<file path="config.mk">
export PLATFORM = sky130hd
export DESIGN_NAME = out1_reader
export DESIGN_NICKNAME = d
export VERILOG_FILES = /design/src/rtl/out1_reader.sv
export SDC_FILE = /design/constraint.sdc
export NUM_CORES = 1
export LEC_CHECK = 0
export BUFFER_PORTS_ARGS = -buffer_cell sky130_fd_sc_hd__buf_4
export CORE_AREA = 8 8 82 84
export DETAILED_ROUTE_END_ITERATION = 16
export DIE_AREA = 0 0 90 92
export PLACE_DENSITY = 0.73
export SLEW_MARGIN = 30
export SYNTH_ARGS = -nofsm -noshare
export SYNTH_HDL_FRONTEND = slang
export SYNTH_SLANG_ARGS = --single-unit
</file>
<file path="constraint.sdc">
create_clock -name clk -period 4.3 [get_ports clk]
set_clock_uncertainty 0.1 [all_clocks]
set_input_delay 0.86 -clock clk [delete_from_list [all_inputs] [get_ports clk]]
set_output_delay 0.86 -clock clk [all_outputs]
set_load 0.005 [all_outputs]
</file>
<file path="src/rtl/out1_reader.sv">
// Streams one frame of DEPTH words out of a synchronous-read RAM with valid/ready
// backpressure, tracking the largest word seen and where it came from.
module out1_reader #(
  parameter int unsigned DEPTH = 50,
  parameter int unsigned AW    = 6,
  parameter int unsigned DW    = 9
) (
  input  logic          clk,
  input  logic          rst,
  input  logic          start,
  output logic          busy,
  output logic          done,
  output logic [AW-1:0] ram_addr,
  input  logic [DW-1:0] ram_dout,
  output logic          m_valid,
  input  logic          m_ready,
  output logic [DW-1:0] m_data,
  output logic [AW-1:0] m_index,
  output logic [DW-1:0] max_val,
  output logic [AW-1:0] max_idx
);

  localparam int unsigned CW = $clog2(DEPTH + 1);

  typedef enum logic [1:0] {StIdle, StRun, StDone} state_e;

  state_e          state_q, state_d;
  logic [CW-1:0]   cnt_q;
  logic [AW-1:0]   addr_q;
  logic            inflight_q;
  logic [DW-1:0]   fifo_data_q [2];
  logic [DW-1:0]   fifo_data_d [2];
  logic [AW-1:0]   fifo_idx_q  [2];
  logic [AW-1:0]   fifo_idx_d  [2];
  logic [1:0]      fifo_cnt_q, fifo_cnt_d;
  logic [DW-1:0]   max_val_q;
  logic [AW-1:0]   max_idx_q;

  logic            pop, issue, last_hs, start_acc;
  logic [1:0]      load;

  assign m_valid   = (fifo_cnt_q != 2'd0);
  assign m_data    = fifo_data_q[0];
  assign m_index   = fifo_idx_q[0];
  assign pop       = m_valid && m_ready;
  assign start_acc = (state_q == StIdle) && start;
  assign last_hs   = (state_q == StRun) && pop && (m_index == AW'(DEPTH - 1));

  // Occupancy counts the word leaving this cycle as gone, so a full-rate stream
  // keeps one read in flight behind one buffered word.
  assign load  = fifo_cnt_q + {1'b0, inflight_q} - {1'b0, pop};
  assign issue = (state_q == StRun) && (cnt_q < CW'(DEPTH)) && (load < 2'd2);

  assign busy    = (state_q == StRun);
  assign done    = (state_q == StDone);
  assign max_val = max_val_q;
  assign max_idx = max_idx_q;

  always_comb begin
    if (issue) begin
      ram_addr = AW'(cnt_q);
    end else if (state_q == StIdle) begin
      ram_addr = '0;
    end else begin
      ram_addr = addr_q;
    end
  end

  always_comb begin
    state_d = state_q;
    unique case (state_q)
      StIdle:  if (start) state_d = StRun;
      StRun:   if (last_hs) state_d = StDone;
      StDone:  state_d = StIdle;
      default: state_d = StIdle;
    endcase
  end

  // Pop shifts the tail into the head; the returning read lands behind what is left.
  always_comb begin
    fifo_data_d = fifo_data_q;
    fifo_idx_d  = fifo_idx_q;
    fifo_cnt_d  = fifo_cnt_q;
    if (pop) begin
      fifo_data_d[0] = fifo_data_q[1];
      fifo_idx_d[0]  = fifo_idx_q[1];
      fifo_cnt_d     = fifo_cnt_q - 2'd1;
    end
    if (inflight_q) begin
      fifo_data_d[fifo_cnt_d[0]] = ram_dout;
      fifo_idx_d[fifo_cnt_d[0]]  = addr_q;
      fifo_cnt_d                 = fifo_cnt_d + 2'd1;
    end
    if (start_acc) begin
      fifo_cnt_d = '0;
    end
  end

  always_ff @(posedge clk) begin
    if (rst) begin
      state_q    <= StIdle;
      cnt_q      <= '0;
      addr_q     <= '0;
      inflight_q <= 1'b0;
      fifo_cnt_q <= '0;
      max_val_q  <= '0;
      max_idx_q  <= '0;
      for (int i = 0; i < 2; i++) begin
        fifo_data_q[i] <= '0;
        fifo_idx_q[i]  <= '0;
      end
    end else begin
      state_q     <= state_d;
      fifo_data_q <= fifo_data_d;
      fifo_idx_q  <= fifo_idx_d;
      fifo_cnt_q  <= fifo_cnt_d;
      inflight_q  <= issue;
      if (issue) begin
        cnt_q  <= cnt_q + CW'(1);
        addr_q <= AW'(cnt_q);
      end
      if (pop && (m_data > max_val_q)) begin
        max_val_q <= m_data;
        max_idx_q <= m_index;
      end
      if (start_acc) begin
        cnt_q      <= '0;
        addr_q     <= '0;
        inflight_q <= 1'b0;
        max_val_q  <= '0;
        max_idx_q  <= '0;
      end
    end
  end

endmodule

</file>
==> metrics, run 1 <==
FF+latch count, synth 62; DR iter-0 viols 110; DIE AREA 0.008280 sq mm; Mapped Area 0.002894 sq mm; largest net degree at the start of global routing 35; run status completed; Net Count, Synth 356; number of fill cells 511; Place WS 490.2 ps; WP data arrival 2860 ps; CP Cell Sequence inv_1 > ha_1 > inv_1 > nand2_1 > inv_1 > ha_1 > inv_1 > ha_1 > xnor3_2 > nand3_1 > buf_4 > mux2i_1 > nor2_1 > buf_4; Most Frequent Cell on Critical Path inv_1; Post-synth EDFFs 0; RSZ-0062 raised after global routing false; crit path max-delay cell type xnor3_2; DRT Pass-1 Iters 4; initial core utilization 53.54%; CP Capture Type output port; number of distinct library cells after synthesis 37; Clock Latency Late Sink 320 ps; worst setup path start fifo_cnt_q[1]; GP Congestion 0.8346; number of inserted diodes 0; relative slew slack 36.33%; core area 0.005405 sq mm; R2R Setup Slk 1650 ps; Worst-path clk slew 70 ps; H-tree depth 3; setup TNS 0 ps; synth-to-layout area growth 17.47%; Avg Inst Size Synth 8.770 sq um; io pins 52; Slew Limit Fails 0; GRT Overall Usage 15.15%; global route overflow 0; Tmin final 3818 ps; commonest non-fill, non-tap cell in the layout nand2_1; Peak Freq 261.9 MHz; setup bufs post-CTS 0; Worst setup SP type flip-flop; Num CTS Buffers 9; slowest stage delay, CP 440 ps; critical path class flip-flop to output port; DRC 0; CTS Root Cell clkbuf_8; hold path startpoint max_idx[5]; Final Net Count 389; Final Hold Viols 0; final WL 6133 microns; Final period util 88.80%; # port buffers 51; most frequent cells in the layout nand2_1, dfxtp_1, buf_4; vias in the first global route 2,257; power per cell area 367.9 mW/mm^2; WP data required 3340 ps; CTS tree yes; CTS resizes 0; Synth Warn # 0; ys async rst share 0%; Post-DP HPWL 4431 microns; Die Height 92 microns; Avg WL per Cell 13.94 microns; ANT nets after route 0; cell area after layout 0.003400 sq mm; total chip power 1.251 mW; # clock sinks 62; drt via density 5.182; Rows 27; RR Startpoint fifo_cnt_q[1]; initial antenna violation count 0; Post-CTS Hold Buffers 0; Longest Clk Path Bufs 2; Max VDD drop 0.2547 mV; final setup vio count 0; Post-synth top flop dfxtp_1; sequential-to-total area share from yosys stat 42.89%; DIE WIDTH 90 microns; placed cell areas 0.003201 sq mm; synthesized instance count 330; Max FO, Critical Path 12; total of max-cap violations 0; P_leak 1.383 nW; share of layout cells above drive strength 1 20.92%; DR vias 2,280; Hold WC Path Type flip-flop to flip-flop; first-pass GRT wire length 10,450 microns; actual slew at the worst max-slew pin 952.7 ps; Setup WS post-layout 481.8 ps
-- stage by stage --
step | instances | utilization (%) | hold WS (ps)
finish | 440 | 62.89 | 361.3
global route | 440 | 62.89 | 394.2
CTS | 440 | 62.89 | 360.7
detailed placement | 424 | 59.21 | 351.0
global placement | 424 | 59.21 | 342.2
floorplan | 330 | - | 330.5
-- synth_stat cells (all sizes together) (2+ instances only) --
| cell | count | share of area (%) |
|---|---|---|
| a311oi | 14 | 4.2 |
| nand4 | 3 | 0.86 |
| inv | 15 | 1.9 |
| a21oi | 9 | 1.6 |
| mux2i | 38 | 13 |
| nand3 | 2 | 0.35 |
| dfxtp | 62 | 43 |
| nor2b | 2 | 0.43 |
| ha | 13 | 5.6 |
| o21ai | 3 | 0.52 |
| buf | 22 | 5.6 |
| nor2 | 49 | 6.4 |
| or3 | 2 | 0.43 |
| nand2 | 65 | 8.4 |
| clkbuf | 12 | 1.6 |
-- kinds of logic after synthesis --
group	share of synthesized area, %
DFF	42.89
adders and majority gates	5.621
xor gates and xnor gates	1.427
AOI/OAI and AO/OA	9.166
and+or+nand+nor	18.63
muxes	13.14
buffers and inverters	9.122
-- layer usage --
layer	up-vias	global-route usage, %	part of all wire, %
met4	0	6.241	1.4
li1	1156	-	-
met3	7	3.993	4.5
met2	44	24.72	46
met1	1073	18.58	48
met5	-	0	0
-- worst max-delay path, delay by kind of cell (launching register included) --
family	cells	cell delay (ps)
muxes	1	260
DFF	1	370
buffers and inverters	6	650
and+or+nand+nor	3	230
xor gates and xnor gates	1	440
adders and majority gates	3	590
-- where the power goes --
part / switching, mW / leakage [nW] / internal (mW)
combinational: 0.0764 / 0.779 / 0.0632
sequential: 0.0169 / 0.501 / 0.590
clock: 0.223 / 0.102 / 0.281
total: 0.316 / 1.38 / 0.934
-- path summary, 6_finish.rpt --
check	endpoint	cells past startpoint
worst max-delay path	ram_addr[4]	14
worst min-delay path	max_idx[5]	2
worst max register to register	cnt_q[3]	13
worst min register to register	max_idx[5]	2
-- area by class of cell --
class / count / area (sq um) / share of cell area (%)
clock inverters: 6 / 61.31 / 1.803
well taps: 72 / 90.09 / 2.650
flip-flops and latches: 62 / 1241 / 36.51
inverters: 15 / 56.30 / 1.656
multi-input cells: 219 / 1393 / 40.96
clock buffers: 10 / 137.6 / 4.049
repair buffers: 56 / 420.4 / 12.37
Power figures use the tool's default switching activity.
==> inputs of run 2 (changes only) <==
--- a/config.mk
+++ b/config.mk
@@ -6,10 +6,10 @@
 export NUM_CORES = 1
 export LEC_CHECK = 0
 export BUFFER_PORTS_ARGS = -buffer_cell sky130_fd_sc_hd__buf_4
-export CORE_AREA = 8 8 82 84
+export CORE_AREA = 8 8 86 88
 export DETAILED_ROUTE_END_ITERATION = 16
-export DIE_AREA = 0 0 90 92
-export PLACE_DENSITY = 0.73
+export DIE_AREA = 0 0 94 96
+export PLACE_DENSITY = 0.69
 export SLEW_MARGIN = 30
 export SYNTH_ARGS = -nofsm -noshare
 export SYNTH_HDL_FRONTEND = slang
==> constraint.sdc (replaced) <==
create_clock -name clk -period 3.15 [get_ports clk]
set_clock_uncertainty 0.1 [all_clocks]
set_input_delay 0.63 -clock clk [delete_from_list [all_inputs] [get_ports clk]]
set_output_delay 0.63 -clock clk [all_outputs]
set_load 0.005 [all_outputs]
==> run 2 against run 1 <==
- total power increased by 31%
- clock power increased by 17%
- combinational power increased by 56%
- clock-buffer cell count decreased by 1
- die area increased by 9.0%
- sequential power increased by 37%
- non-clock buffer count increased by 12
==> metrics, run 2 (synthesis results as in run 1) <==
run status completed; Final period util 98.01%; Slew Limit Fails 0 (unchanged); initial core utilization 47.48% (-6.1 points); Worst-path clk slew 70 ps (about the same); Worst setup SP type flip-flop; relative slew slack 58.95% (+23 points); WP data required 2420 ps (-920 ps); H-tree depth 3 (unchanged); total of max-cap violations 0 (unchanged); Final Hold Viols 0 (unchanged); RR Startpoint fifo_cnt_q[1]; Post-CTS Hold Buffers 0 (unchanged); CTS tree yes; share of layout cells above drive strength 1 26.84% (+5.9 points); Rows 29 (+7.4%); Die Height 96 microns (+4.3%); Core Util, Final 57.76% (-5.1 points); worst setup path start fifo_cnt_q[1]; Peak Freq 323.9 MHz; DIE WIDTH 94 microns (+4.4%); number of inserted diodes 0 (unchanged); Max FO, Critical Path 8 (-4); DR vias 2,329 (+2.1%); Setup WS post-layout 62.62 ps (-419.2 ps); largest net degree at the start of global routing 35 (unchanged); WP data arrival 2360 ps (-500 ps); Num CTS Buffers 9 (unchanged); Hold WC Path Type flip-flop to flip-flop; initial antenna violation count 0 (unchanged); core area 0.006096 sq mm (+13%); DR iter-0 viols 182 (+65%); Post-DP HPWL 4494 microns (+1.4%); power per cell area 465.7 mW/mm^2 (+27%); global route overflow 0 (unchanged); P_leak 1.419 nW (+2.7%); WHS 358.4 ps (-2.918 ps); GRT Overall Usage 14.75% (-0.40 points); GP Congestion 0.7847 (-6.0%); actual slew at the worst max-slew pin 613.5 ps (-339.2 ps); hold path startpoint max_idx[3]; number of fill cells 567 (+11%); critical path class flip-flop to output port; vias in the first global route 2,277 (+0.89%); cell area after layout 0.003521 sq mm (+3.6%); Clock Latency Late Sink 330 ps (about the same); DRT Pass-1 Iters 4 (unchanged); placed cell areas 0.003242 sq mm (+1.3%); RSZ-0062 raised after global routing true; DIE AREA 0.009024 sq mm (+9.0%); DRC 0 (unchanged); final setup vio count 0 (unchanged); Longest Clk Path Bufs 2 (unchanged); Final Net Count 401 (+3.1%); io pins 52 (unchanged); synth-to-layout area growth 21.66%; first-pass GRT wire length 10,450 microns (about the same); # port buffers 51 (unchanged); CTS Root Cell clkbuf_8; ANT nets after route 0 (unchanged); Tmin final 3087 ps; Max VDD drop 0.3134 mV (+23%); setup TNS 0 ps (unchanged); final WL 6454 microns (+5.2%); Avg WL per Cell 14.12 microns (+1.3%); drt via density 5.096 (-1.7%); commonest non-fill, non-tap cell in the layout buf_4; # clock sinks 62 (unchanged); most frequent cells in the layout buf_4, nand2_1, dfxtp_1; CP Capture Type output port; Place WS 6.134 ps (-484.0 ps)
==> run 2: repair_timing <==
action                     CTS  global route
gates resized for setup      9             4
setup buffers                7             3
setup endpoints to repair    6             6
pin swaps                    0             3
==> run 2: per-layer routing <==
metal	vias up	part of all wire, %	GRT usage (%)
li1	1187	-	-
met1	1094	47	17.44
met2	37	47	24.15
met3	11	4.1	3.510
met4	0	1.9	8.322
met5	-	0	0
==> run 2: final cells by class <==
class	instances	area (sq um)	area share (%)
sequential	62	1244	35.32
clock inverter	7	41.29	1.173
timing repair buffer	68	510.5	14.50
clock buffer	9	123.9	3.518
multi-input combinational	219	1449	41.15
tap	77	96.34	2.736
inverter	15	56.30	1.599
==> run 2: final timing paths <==
path	endpoint	slack, ps	cells past startpoint
setup / recovery	ram_addr[5]	60	13
hold / removal	max_idx[3]	360	2
setup reg to reg	cnt_q[3]	610	14
hold reg to reg	max_idx[3]	360	2
==> run 2: critical path: stages (launching register included) <==
cell     delay, ps
dfxtp_2        330
inv_2           80
ha_4           130
inv_2           40
nand2_2         60
inv_2           50
ha_4           270
inv_2           40
ha_4           150
xnor3_2        260
nand3_4        150
mux2i_1        240
nor2_1          70
buf_4          160
==> run 2: where the power goes <==
part	switching, mW	leakage [nW]	internal, mW
Combinational	0.114	0.829	0.105
Sequential	0.0234	0.502	0.805
Clock	0.313	0.0885	0.279
Total	0.450	1.42	1.19
==> run 2: metrics by stage <==
step / instances / power [mW]
after CTS: 454 / 1.647
final: 457 / 1.640
after global placement: 431 / 1.039
after global routing: 457 / 1.719
after floorplan: 330 / 0.9886
after detailed placement: 431 / 1.044
